<file path="config.mk">
export PLATFORM = sky130hd
export DESIGN_NAME = io_in_dispatcher
export DESIGN_NICKNAME = d
export VERILOG_FILES = /design/src/rtl/io_in_dispatcher.sv
export SDC_FILE = /design/constraint.sdc
export NUM_CORES = 1
export LEC_CHECK = 0
export ABC_AREA = 1
export ABC_CLOCK_PERIOD_IN_PS = 3200
export CAP_MARGIN = 0
export CORE_MARGIN = 10
export CORE_UTILIZATION = 30
export DETAILED_ROUTE_END_ITERATION = 10
export DONT_BUFFER_PORTS = 1
export PLACE_DENSITY = 0.47
export SYNTH_ARGS = -nofsm -noshare
export SYNTH_HDL_FRONTEND = slang
export SYNTH_SLANG_ARGS = --single-unit
</file>
<file path="constraint.sdc">
create_clock -name clk -period 3.2 [get_ports clk]
set_input_delay 0.32 -clock clk [delete_from_list [all_inputs] [get_ports clk]]
set_output_delay 0.32 -clock clk [all_outputs]
set_load 0.03 [all_outputs]
</file>
<file path="src/rtl/io_in_dispatcher.sv">
// Input-side dispatcher: buffers host samples in a FIFO and streams bursts of them
// onto the shared io_in bus, granting one requesting core at a time in round-robin order.
module io_in_dispatcher #(
    parameter int NUM_CORES  = 4,
    parameter int DATA_W     = 19,
    parameter int REQ_W      = 4,
    parameter int FIFO_DEPTH = 8
) (
    input  logic                          clk,
    input  logic                          rst,
    input  logic signed [DATA_W-1:0]      s_data,
    input  logic                          s_valid,
    output logic                          s_ready,
    input  logic [NUM_CORES*REQ_W-1:0]    req_in_flat,
    output logic signed [DATA_W-1:0]      io_in,
    output logic [NUM_CORES-1:0]          in_grant,
    output logic                          in_valid,
    output logic [$clog2(FIFO_DEPTH):0]   fifo_level,
    output logic                          busy
);

    localparam int AW = $clog2(FIFO_DEPTH);
    localparam int PW = (NUM_CORES > 1) ? $clog2(NUM_CORES) : 1;
    localparam logic [AW:0] DEPTH_C = (AW+1)'(FIFO_DEPTH);

    typedef enum logic {IDLE, BURST} state_t;
    state_t state_q, state_d;

    logic [DATA_W-1:0]          mem [FIFO_DEPTH];
    logic [AW-1:0]              wr_ptr, rd_ptr;
    logic [AW:0]                count;
    logic                       ready_en;
    logic                       push, pop, last_pop, grant_load;
    logic [NUM_CORES*REQ_W-1:0] req_q;
    logic [NUM_CORES-1:0]       rearm, eligible;
    logic [PW-1:0]              rr_ptr, winner;
    logic                       found;
    logic [REQ_W-1:0]           remaining;

    assign s_ready    = ready_en && (count < DEPTH_C);
    assign push       = s_valid && s_ready;
    assign pop        = (state_q == BURST) && (count != '0);
    assign last_pop   = pop && (remaining == REQ_W'(1));
    assign grant_load = (state_q == IDLE) && found;
    assign fifo_level = count;
    assign busy       = (state_q == BURST);

    for (genvar i = 0; i < NUM_CORES; i++) begin : g_elig
        assign eligible[i] = (req_q[i*REQ_W +: REQ_W] != '0) && rearm[i];
    end

    // First eligible core at or after the round-robin pointer, wrapping.
    always_comb begin
        found  = 1'b0;
        winner = '0;
        for (int off = 0; off < NUM_CORES; off++) begin
            if (!found && eligible[(int'(rr_ptr) + off) % NUM_CORES]) begin
                found  = 1'b1;
                winner = PW'((int'(rr_ptr) + off) % NUM_CORES);
            end
        end
    end

    always_comb begin
        state_d = state_q;
        case (state_q)
            IDLE:    if (found)    state_d = BURST;
            BURST:   if (last_pop) state_d = IDLE;
            default:               state_d = IDLE;
        endcase
    end

    always_ff @(posedge clk or posedge rst) begin
        if (rst) state_q <= IDLE;
        else     state_q <= state_d;
    end

    always_ff @(posedge clk) begin
        if (push) mem[wr_ptr] <= s_data;
    end

    always_ff @(posedge clk or posedge rst) begin
        if (rst) begin
            ready_en  <= 1'b0;
            req_q     <= '0;
            rearm     <= '1;
            rr_ptr    <= '0;
            in_grant  <= '0;
            remaining <= '0;
            io_in     <= '0;
            in_valid  <= 1'b0;
            wr_ptr    <= '0;
            rd_ptr    <= '0;
            count     <= '0;
        end else begin
            ready_en <= 1'b1;
            req_q    <= req_in_flat;
            in_valid <= 1'b0;
            // The grant stays up through the final word and drops in the following IDLE cycle.
            if (grant_load) begin
                in_grant  <= NUM_CORES'(1) << winner;
                remaining <= req_q[int'(winner)*REQ_W +: REQ_W];
                rr_ptr    <= (int'(winner) == NUM_CORES-1) ? '0 : winner + 1'b1;
            end else if (state_q == IDLE) begin
                in_grant <= '0;
            end
            if (pop) begin
                io_in     <= mem[rd_ptr];
                in_valid  <= 1'b1;
                remaining <= remaining - 1'b1;
                rd_ptr    <= rd_ptr + 1'b1;
            end
            if (push) wr_ptr <= wr_ptr + 1'b1;
            case ({push, pop})
                2'b10:   count <= count + 1'b1;
                2'b01:   count <= count - 1'b1;
                default: ;
            endcase
            // A zero request re-arms a core, so a held stale request is never served twice.
            for (int i = 0; i < NUM_CORES; i++) begin
                if (req_q[i*REQ_W +: REQ_W] == '0)  rearm[i] <= 1'b1;
                else if (last_pop && in_grant[i])  rearm[i] <= 1'b0;
            end
        end
    end

endmodule

</file>
==> impl_metrics.json <==
{
  "dr.pass1.iters": 4,
  "reg2reg_depth": 11,
  "n_fill_cell": 2820,
  "rsz0062_at_grt": "false",
  "dp.cells": 1086,
  "drive_above_1_share_pct": 12.4,
  "ir_drop_mv": 0.542,
  "worst_pin_slew_ps": 999,
  "finalSetupViolCount": 0,
  "hold_viol": 0,
  "start_kind": "flop",
  "synth-seq-area-share_pct": 69.2,
  "grtUsageMet2_pct": 19.0,
  "final_nets": 814,
  "drt_iter0_markers": 323,
  "routedWlPerCell_um": 17.9,
  "drt_wl_total_um": 20900,
  "cts_resized": 0,
  "yosys-top-cells-area": "edfxtp_1 52%, dfrtp_1 16%, mux2i_1 4.3%",
  "power_density_nw_per_um2": 983,
  "run_status": "completed",
  "finalPower_uw": 10500,
  "hp-class": "in -> reg",
  "setup_slack_ps": 804,
  "fin_crit_sh_pct": 74.9,
  "fin_skew_ps": 24.5,
  "grt_pass1_vias": 5501,
  "fmax_ghz": 0.417,
  "syn_area_um2": 8850,
  "grt_first_pass_wirelength_um": 32800,
  "antenna_found_initial": 2,
  "vias_per_cell": 4.52,
  "critPathMaxFanout": 4,
  "dieHeight_um": 192,
  "crit_type": "reg -> reg",
  "period_minus_slack_ps": 2400,
  "cap_violations": 0,
  "grt_busiest_layer": "met2",
  "cts_buffers": 24,
  "antenna_left": 0,
  "ys_warn_count": 0,
  "slew_headroom_pct": 33.3,
  "crit_required_ps": 3590,
  "avgSynthCellArea_um2": 12.5,
  "start_util_pct": 30.6,
  "finish.utilization_pct": 36.9,
  "reg2reg_to": "fifo_level[3]",
  "vias": 5275,
  "die_w_um": 192,
  "grt_usage_pct": 11.5,
  "cts.sinks": 214,
  "core-area_um2": 28900,
  "gp_congestion": 0.732,
  "clk_pin_slew_worst_paths_ps": 60,
  "hpwl_um": 12400,
  "netlist.area_leader.share_pct": 51.6,
  "dieArea_um2": 36800,
  "clk_path_buf_depth": 3,
  "dp_slack_ps": 790,
  "synthesis.instances": 710,
  "grt_max_degree": 53,
  "maxSlewViolCount": 0,
  "h-tree-depth": 1,
  "syn_to_final_growth_pct": 20.7,
  "io_pins": 68,
  "final_cells": 1168,
  "hold_start": "s_valid",
  "synth_cell_types": 36,
  "cts_root_buffer": "clkbuf_16",
  "crit_arrival_ps": 2790,
  "ys_ff_latch": 214,
  "met3_usage_pct": 2.43,
  "drc": 0,
  "tns_ps": 0,
  "clock_latency_ps": 530,
  "use_met1_pct": 14.8,
  "rows": 62,
  "r2r_slack_ps": 800,
  "syn_nets": 760,
  "leakagePower_uw": 0.00416,
  "synth.largest_area_cell": "edfxtp_1",
  "cp-startpoint": "fifo_level[0]",
  "port_buffers": 0,
  "cts_tree": "yes",
  "overflow": 0,
  "critPathCaptureType": "flop",
  "worstReg2RegStart": "fifo_level[0]",
  "crit_end": "fifo_level[3]"
}
-- how the worst min path moves through the flow --
stage	to	slack, ps	cells past startpoint
3_3_place_gp	req_q[13]	350	0
6_report	wr_ptr[0]	90	3
3_5_place_dp	req_q[13]	350	0
5_1_grt	wr_ptr[0]	100	3
4_1_cts	wr_ptr[0]	80	3
2_1_floorplan	req_q[0]	350	0
-- layer usage --
metal	vias to the layer above	wire (um)
met5	-	0
met4	0	432
met3	32	986
met2	90	9930
met1	2549	9580
li1	2604	-
-- power by group --
group	internal (uW)	switching, uW
Clock	1880	1120
Combinational	1230	2130
Sequential	3400	749
-- repair_timing --
item	CTS	global route
buffers inserted	0	0
endpoints found under the hold margin	215	0
hold buffers	36	0
-- critical path: stages, from the launching register on --
cell and delay, ps:
dfrtp_1 540, o41ai_4 400, inv_1 100, ha_1 230
ha_1 320, nand2_1 80, nor2_1 40, a211oi_1 230
nor2_1 70, nor2_1 80, nand2_1 70, xnor2_1 120
-- area by class of cell --
| type | count | area [um2] | share of cell area, % |
|---|---|---|---|
| well taps | 384 | 480 | 4.50 |
| diodes | 2 | 5.00 | 0.0468 |
| repair buffers | 58 | 551 | 5.15 |
| clock inverters | 14 | 223 | 2.08 |
| multi-input cells | 388 | 2340 | 21.9 |
| clock buffers | 30 | 663 | 6.21 |
| flip-flops and latches | 214 | 6120 | 57.3 |
| inverters | 78 | 294 | 2.75 |
-- layout by cell type (no fill, tap or decap), types with 2 or more instances in the layout --
cell,count
buf_4,20
dlygate4sd3_1,36
nor2_2,7
nor2_1,12
nand2_1,99
clkinv_2,5
bufinv_16,5
inv_1,73
dfstp_2,4
clkinvlp_4,2
edfxtp_1,152
ha_1,11
clkbuf_16,24
o22ai_1,3
dfrtp_1,57
o21ai_0,61
o211ai_1,38
nand3_1,50
clkbuf_1,2
clkbuf_8,4
xor2_1,5
clkinv_1,3
diode_2,2
mux2i_1,38
nor2_4,2
nand2_2,6
buf_12,2
inv_2,3
nand2_4,4
a21oi_1,38
xnor2_1,3
-- cells by family after synthesis --
family / synth area share, %
muxes: 4.30
other: 0.0424
and+or+nand+nor: 9.41
DFF: 69.2
xor gates and xnor gates: 0.975
buffers and inverters: 4.85
adders and majority gates: 1.78
AOI/OAI and AO/OA: 9.49
-- Yosys cell counts, drive strengths merged --
| cell | instances |
|---|---|
| o41ai | 1 |
| dfstp | 4 |
| nor3 | 2 |
| clkbuf | 21 |
| o22ai | 3 |
| mux2i | 38 |
| buf | 9 |
| a211oi | 1 |
| o211ai | 38 |
| conb | 1 |
| clkinv | 1 |
| nand2 | 109 |
| xor2 | 5 |
| nand3 | 51 |
| nand4 | 1 |
| dfrtp | 58 |
| or2 | 1 |
| edfxtp | 152 |
| nor2 | 21 |
| fa | 1 |
| inv | 77 |
| ha | 11 |
| o21ai | 61 |
| a21oi | 39 |
| xnor2 | 4 |
-- metrics by stage --
step | hold WS [ps] | area [um2]
2_1_floorplan | 351 | 8860
3_3_place_gp | 352 | 9430
3_5_place_dp | 352 | 9430
4_1_cts | 75.1 | 10700
5_1_grt | 104 | 10700
6_report | 89.9 | 10700
-- registers in the layout, summed over array words and instances, names as in the netlist, 2 cells and up --
signal	flops
rr_ptr	2
remaining	4
req_q	16
rd_ptr	3
wr_ptr	3
fifo_level	4
io_in	19
mem	152
in_grant	4
rearm	4
No activity file was read; power rests on OpenSTA's default activity.
